## src/rtl/serial_adder_seq_if.sv

```systemverilog
// Handshake and data bundle for the bit-serial adder.
// The ovf field exists only when SERIAL_ADDER_OVF_EN is defined.
interface serial_adder_seq_if #(parameter int WIDTH = 8);
    logic             start;
    logic [WIDTH-1:0] a_in;
    logic [WIDTH-1:0] b_in;
    logic             cin;
    logic             busy;
    logic             done;
    logic [WIDTH-1:0] sum_out;
    logic             cout;
`ifdef SERIAL_ADDER_OVF_EN
    logic             ovf;

    modport master (
        output start, a_in, b_in, cin,
        input  busy, done, sum_out, cout, ovf
    );
    modport slave (
        input  start, a_in, b_in, cin,
        output busy, done, sum_out, cout, ovf
    );
`else
    modport master (
        output start, a_in, b_in, cin,
        input  busy, done, sum_out, cout
    );
    modport slave (
        input  start, a_in, b_in, cin,
        output busy, done, sum_out, cout
    );
`endif
endinterface

```

## src/rtl/serial_adder_seq.sv

```systemverilog
// Bit-serial adder: one full-adder cell plus a carry flop, LSB first.
// Define SERIAL_ADDER_OVF_EN to add the signed-overflow output (ovf).
module serial_adder_seq #(
    parameter int WIDTH = 8
) (
    input logic               clk,
    input logic               rst,
    serial_adder_seq_if.slave bus
);
    localparam int CW = $clog2(WIDTH + 1);

    typedef enum logic [1:0] {IDLE, RUN, DONE} state_t;

    state_t           state;
    logic [WIDTH-1:0] a_sr;
    logic [WIDTH-1:0] b_sr;
    logic [WIDTH-1:0] sum_sr;
    logic             carry;
    logic [CW-1:0]    count;
    logic             busy_r;
    logic             done_r;
    logic [WIDTH-1:0] sum_r;
    logic             cout_r;
    logic             s_bit;
    logic             c_next;
    logic             accept;
    logic             last_bit;
`ifdef SERIAL_ADDER_OVF_EN
    logic             c_msb;
    logic             ovf_r;
`endif

    assign s_bit    = a_sr[0] ^ b_sr[0] ^ carry;
    assign c_next   = (a_sr[0] & b_sr[0]) | (carry & (a_sr[0] ^ b_sr[0]));
    assign accept   = bus.start && (state == IDLE || state == DONE);
    assign last_bit = (count == CW'(WIDTH - 1));

    assign bus.busy    = busy_r;
    assign bus.done    = done_r;
    assign bus.sum_out = sum_r;
    assign bus.cout    = cout_r;
`ifdef SERIAL_ADDER_OVF_EN
    assign bus.ovf     = ovf_r;
`endif

    always_ff @(posedge clk) begin
        if (rst) begin
            state  <= IDLE;
            a_sr   <= '0;
            b_sr   <= '0;
            sum_sr <= '0;
            carry  <= 1'b0;
            count  <= '0;
            busy_r <= 1'b0;
            done_r <= 1'b0;
            sum_r  <= '0;
            cout_r <= 1'b0;
`ifdef SERIAL_ADDER_OVF_EN
            c_msb  <= 1'b0;
            ovf_r  <= 1'b0;
`endif
        end else begin
            done_r <= 1'b0;
            unique case (state)
                IDLE: begin
                    if (bus.start) begin
                        state  <= RUN;
                        busy_r <= 1'b1;
                    end
                end
                RUN: begin
                    a_sr   <= {1'b0, a_sr[WIDTH-1:1]};
                    b_sr   <= {1'b0, b_sr[WIDTH-1:1]};
                    sum_sr <= {s_bit, sum_sr[WIDTH-1:1]};
                    carry  <= c_next;
                    count  <= count + CW'(1);
`ifdef SERIAL_ADDER_OVF_EN
                    // carry entering the MSB cell, for signed overflow
                    if (last_bit) c_msb <= carry;
`endif
                    if (last_bit) begin
                        state  <= DONE;
                        busy_r <= 1'b0;
                    end
                end
                DONE: begin
                    done_r <= 1'b1;
                    sum_r  <= sum_sr;
                    cout_r <= carry;
`ifdef SERIAL_ADDER_OVF_EN
                    ovf_r  <= c_msb ^ carry;
`endif
                    if (bus.start) begin
                        state  <= RUN;
                        busy_r <= 1'b1;
                    end else begin
                        state  <= IDLE;
                    end
                end
                default: begin
                    state  <= IDLE;
                    busy_r <= 1'b0;
                end
            endcase
            // operand capture happens after the result copy above
            if (accept) begin
                a_sr  <= bus.a_in;
                b_sr  <= bus.b_in;
                carry <= bus.cin;
                count <= '0;
            end
        end
    end
endmodule

```

## src/flat_wrapper.sv

```systemverilog
// flat-port wrapper written by rule: the top's interface ports become plain ports
module serial_adder_seq_flat 
#(
    parameter int WIDTH = 8
)
  (clk, rst, bus_start, bus_a_in, bus_b_in, bus_cin, bus_busy, bus_done, bus_sum_out, bus_cout);
  serial_adder_seq_if #(.WIDTH(WIDTH)) bus_i ();
  input logic clk;
  input logic rst;
  input wire logic [$bits(bus_i.start)-1:0] bus_start;
  input wire logic [$bits(bus_i.a_in)-1:0] bus_a_in;
  input wire logic [$bits(bus_i.b_in)-1:0] bus_b_in;
  input wire logic [$bits(bus_i.cin)-1:0] bus_cin;
  output wire logic [$bits(bus_i.busy)-1:0] bus_busy;
  output wire logic [$bits(bus_i.done)-1:0] bus_done;
  output wire logic [$bits(bus_i.sum_out)-1:0] bus_sum_out;
  output wire logic [$bits(bus_i.cout)-1:0] bus_cout;
  assign bus_i.start = bus_start;
  assign bus_i.a_in = bus_a_in;
  assign bus_i.b_in = bus_b_in;
  assign bus_i.cin = bus_cin;
  assign bus_busy = bus_i.busy;
  assign bus_done = bus_i.done;
  assign bus_sum_out = bus_i.sum_out;
  assign bus_cout = bus_i.cout;
  serial_adder_seq #(.WIDTH(WIDTH)) u_core (.clk(clk), .rst(rst), .bus(bus_i));
endmodule
```

## config.mk

```make
export PLATFORM = sky130hd
export DESIGN_NAME = serial_adder_seq_flat
export DESIGN_NICKNAME = d
export VERILOG_FILES = /design/src/rtl/serial_adder_seq_if.sv /design/src/rtl/serial_adder_seq.sv /design/src/flat_wrapper.sv
export SDC_FILE = /design/constraint.sdc
export NUM_CORES = 1
export LEC_CHECK = 0
export CAP_MARGIN = 5
export CORE_MARGIN = 2
export CORE_UTILIZATION = 50
export CTS_BUF_LIST = sky130_fd_sc_hd__clkbuf_4 sky130_fd_sc_hd__clkbuf_8
export DETAILED_ROUTE_END_ITERATION = 6
export PLACE_DENSITY_LB_ADDON = 0.2
export SYNTH_ARGS = -nofsm -noshare
export SYNTH_HDL_FRONTEND = slang
export SYNTH_SLANG_ARGS = --single-unit
```

## constraint.sdc

```tcl
create_clock -name clk -period 1.63 [get_ports clk]
set_clock_uncertainty 0.2 [all_clocks]
set_input_delay 0.326 -clock clk [delete_from_list [all_inputs] [get_ports clk]]
set_output_delay 0.326 -clock clk [all_outputs]
set_load 0.01 [all_outputs]
```

# --- Yosys cells after proc, flatten, opt, wreduce, memory -nomap -nowiden ---
# Cells that the tools add are included.
totals:
  register_bits: 42
  inputBits: 20
  output_inout_bits: 11
  word_cells: 44
op_classes:
  add_sub_neg: 1
  eq_ne: 6
  muxes: 14
  n_bitwise: 5
  n_reduce_logical: 8
ops:
  columns: ["operator", "n"]
  rows:
  - ["8-bit 2-to-1 mux", 4]
  - ["1-bit 2-to-1 mux", 6]
  - ["2-bit one-hot mux with 3 select lines", 1]
  - ["4-bit by 1-bit adder with 4-bit output (second input constant)", 1]
  - ["4-bit by 3-bit == test with 1-bit output (second input constant)", 1]
  - ["2-bit 2-to-1 mux", 2]
  - ["2-bit by 1-bit != test with 1-bit output (second input constant)", 2]
  - ["2-bit AND reduction", 2]
  - ["2-bit OR reduction", 2]
  - ["1-bit AND", 2]
  - ["2-bit by 1-bit == test with 1-bit output (second input constant)", 1]
  - ["2-bit == test (second input constant)", 1]
  - ["2-bit zero test", 1]
  - ["2-bit != test (second input constant)", 1]
  - ["1-bit one-hot mux with 2 select lines", 1]
  - ["2-bit nonzero test", 1]
  - ["1-bit bitwise XOR", 2]
  - ["1-bit logical AND", 1]
  - ["1-bit logical OR", 1]
  - ["1-bit OR", 1]

# --- Logic depth before layout (Yosys ltp) ---
depth:
  ltp_word: 5
  mapped_depth: 5
  mapped_depth_nobuf: 4

# --- Worst setup path before layout ---
# OpenSTA, ideal clock, no wires.
synth_timing:
  path_type: "register -> register"
  from: "reg u_core.state[0]"
  to: "reg u_core.count[3]"
  setup_ns: 0.079
  t_arrival_ns: 1.135
  required_time_ns: 1.351
  slack_ns: 0.216
  path_stages_with_launch: 5
  path_buffers: 1
  synth_period_minus_slack_ns: 1.414
  cell_sequence: "dfxtp_1 > nand2b_1 > buf_2 > or3_1 > a211oi_2"
synth_between:
  elab_chain_len: 4
  word_cells_on_any_way: 6
  classes_between: "2 x eq/ne; 4 x reduce/logical"
synth_rtl:
  columns: ["element", "line_no", "text"]
  rows:
  - ["from (decl)", "serial_adder_seq.sv:14", "state_t state;"]
  - ["from (signal assigned)", "serial_adder_seq.sv:48", "state <= IDLE;"]
  - ["from (signal assigned)", "serial_adder_seq.sv:67", "state <= RUN;"]
  - ["from (signal assigned)", "serial_adder_seq.sv:82", "state <= DONE;"]
  - ["2-bit == test / 2-bit zero test (equally long branches)", "serial_adder_seq.sv:35", "assign accept = bus.start && (state == IDLE || state == DONE);"]
  - ["1-bit logical OR", "serial_adder_seq.sv:35", null]
  - ["1-bit logical AND", "serial_adder_seq.sv:35", null]
  - ["2-bit OR reduction (no source line)", null, null]
  - ["to (signal assigned)", "serial_adder_seq.sv:76", "count <= count + CW'(1);"]
  - ["to (decl)", "serial_adder_seq.sv:19", "logic [CW-1:0] count;"]
# Parallel ways exist; a longest one is shown, timed or not.
# A chain may end at the register's enable or synchronous reset.

# --- Final worst setup path ---
layout_timing:
  from: "reg u_core.cout_r (netlist: u_core.bus.cout)"
  to: "out bus_cout"
layout_rtl:
  columns: ["element", "line_no", "text"]
  rows:
  - ["from (decl)", "serial_adder_seq.sv:23", "logic cout_r;"]
  - ["from (signal assigned)", "serial_adder_seq.sv:89", "cout_r <= carry;"]
  - ["to (decl)", "flat_wrapper.sv:17", "output wire logic [$bits(bus_i.cout)-1:0] bus_cout;"]
# No word-level cell between the ends.

==> flow_metrics.tcl <==
set metrics [dict create \
    cts_root_buffer "clkbuf_4" \
    multi_input_area_sq_um 737 \
    seq_area_sq_um 841 \
    drive_gt1_share_pct 9.01 \
    dieWidth_um 61.6 \
    p_per_area_nw_per_um2 900 \
    synth_warnings 0 \
    drv_slew 0 \
    grt_use_total_pct 20.3 \
    synthMuxAreaShare_pct 1.21 \
    postCtsSetupBuffers 0 \
    crit_family "flip-flops" \
    rsz0062_at_grt "false" \
    top_layer "met4" \
    status "completed" \
    dieArea_sq_um 3790 \
    setup_violations 0 \
    drt_wl_total_mm 3.28 \
    io_pins 31 \
    fmax_ghz 0.667 \
    hold_viol_final 0 \
    path_class "reg -> out" \
    crit_chain "dlygate4sd2_1" \
    fillers 283 \
    place.gp.congestion 0.764 \
    start_util_pct 53.4 \
    min_period_over_period_pct 92.0 \
    antenna_found_initial 0 \
    p_leak_nw 0.791 \
    peakVddDrop_v 0.000601 \
    drtPass1Iterations 4 \
    wl_per_cell_um 11.8 \
    syn_to_final_growth_pct 26.2 \
    worstPathMaxFanout 2 \
    synth_top_family_by_area "simple AND/OR/NAND/NOR gates" \
    drt_iter0_drc 93 \
    num_rows 20 \
    cts_tree "built" \
    cp_data_arrival_time_ns 0.97 \
    clock_sinks 42 \
    wl_met1_mm 1.48 \
    yosysSeqAreaShare_pct 50.8 \
    cap_violations 0 \
    grt_max_degree 31 \
    synthXorXnorAreaFrac_pct 1.06 \
    fin_util_pct 67.4 \
    crit_buf_inv 1 \
    syn_nets 223 \
    cts_buffers 5 \
    yosys.area_share.adder_pct 1.96 \
    dp_hpwl_mm 2.32 \
    grt_pass1_wl_mm 5.53 \
    cp_slowest_stage_delay_ns 0.35 \
    met3_wirelength_um 150 \
    syn_inst 201 \
    synth-compound-area-share_pct 15.7 \
    drc 0 \
    fin_nets 254 \
    wl_met2_mm 1.61 \
    antenna_cells 0 \
    start_kind "flop" \
    portBuffers 30 \
    overflow 0 \
    vias 1418 \
    synth.cell_area_sq_um 1660 \
    finalCriticalPeriod_ns 1.50 \
    path_clk_slew_ns 0.12 \
    via_per_inst 5.12 \
    antenna_left 0 \
    cts_buffer_depth 2 \
    hold_class "reg -> reg" \
    clock_latency_ns 0.35 \
    fin_hold_ws_ns 0.262 \
    core_area_sq_um 3100 \
    endpoint_kind "output port" \
    required_ns 1.10 \
    setup_tns_ns 0 \
    grt_pass1_vias 1271 \
    worst-slew-pin-transition_ns 0.371 \
    syn_avg_cell_area_sq_um 8.24 \
    cts.htree.levels 2 \
    die_height_um 61.6 \
    synth-simple-area-share_pct 24.4 \
    cp_slowest_cell "dfxtp_1" \
    slew_headroom_pct 75.2 \
    ys_ff_latch 42 \
    synth_cell_type_count 25 \
]
## repair_timing
action,4_1_cts,5_1_grt
hold buffers,0,0
setup endpoints to repair,11,0
gates resized for setup,11,0
## flip-flops by register name, summed over array words and instances (netlist names), 2 cells and up
| name | cells |
|---|---|
| u_core.b_sr | 8 |
| u_core.count | 4 |
| u_core.state | 2 |
| u_core.bus.sum_out | 8 |
| u_core.sum_sr | 8 |
| u_core.a_sr | 8 |
## cell usage after synthesis
library cell / count / share of area (%)
a211oi_2: 1 / 0.76
a21oi_1: 21 / 6.3
a22oi_1: 1 / 0.45
a311oi_1: 14 / 7.4
buf_2: 5 / 1.5
buf_4: 1 / 0.45
buf_6: 1 / 0.68
clkbuf_1: 10 / 2.3
dfxtp_1: 42 / 51
fa_1: 1 / 1.2
ha_1: 1 / 0.76
mux2i_1: 2 / 1.2
nand2_1: 63 / 14
nand2b_1: 3 / 1.1
nand3_1: 4 / 1.2
nand3b_1: 2 / 0.91
nor2_1: 16 / 3.6
nor2b_1: 3 / 1.1
nor3_1: 4 / 1.2
nor4b_1: 1 / 0.53
o21ai_1: 1 / 0.30
o21bai_1: 1 / 0.45
or3_1: 1 / 0.38
xnor2_1: 1 / 0.53
xor2_1: 1 / 0.53
## cell usage in the layout, fill, tap and decap left out, drive strengths merged, types with 2 or more instances in the layout
cell type,instances
nand2,63
dfxtp,42
a21oi,21
clkdlybuf4s50,19
nor2,16
a311oi,14
dlygate4sd2,11
buf,11
clkbuf,7
nor3,4
nand3,4
nand2b,3
nor2b,3
nand3b,2
mux2i,2
## layer usage
layer	vias up	track usage, %
met3	6	8.61
li1	738	-
met1	646	23.5
met5	-	0
met4	0	6.69
met2	28	34.0
## per-stage QoR
stage / cells / setup WS, ns / power [mW] / cell area (sq um)
floorplan: 201 / 0.216 / 1.26 / 1660
global placement: 269 / -0.0208 / 1.36 / 2040
detailed placement: 269 / -0.0933 / 1.37 / 2040
CTS: 277 / 0.112 / 1.89 / 2090
global route: 277 / 0.0119 / 1.98 / 2090
finish: 277 / 0.130 / 1.88 / 2090
## final timing paths
path                                             from                     to  slack [ns]  cells after the start
worst max-delay path                  u_core.bus.cout               bus_cout        0.13                      1
worst min-delay path            u_core.bus.sum_out[7]  u_core.bus.sum_out[7]        0.26                      2
worst max register to register        u_core.state[0]         u_core.a_sr[5]        0.15                      4
worst min register to register  u_core.bus.sum_out[7]  u_core.bus.sum_out[7]        0.26                      2
## tightest hold or removal path, stage by stage (launching register included)
cell and delay [ns]:
dfxtp_1 0.33, nand2_1 0.05, a21oi_1 0.05
## power by group
part	switching, mW	internal [mW]	total (mW)
combinational	0.117	0.123	0.240
clock	0.313	0.226	0.539
sequential	0.0297	1.07	1.10
## kinds of logic after synthesis
group / Yosys count
simple gates: 97
flops: 42
fa+ha+maj: 2
mux: 2
compound gates: 39
buf+inv: 17
xor+xnor: 2
## final cells by class
| cell class | count | area share, % |
|---|---|---|
| clock inverters | 1 | 0.239 |
| clock buffers | 7 | 2.81 |
| flip-flops and latches | 42 | 40.2 |
| repair buffers | 41 | 18.9 |
| multi-input cells | 142 | 35.2 |
| well taps | 44 | 2.63 |
No activity file was read; power rests on OpenSTA's default activity.
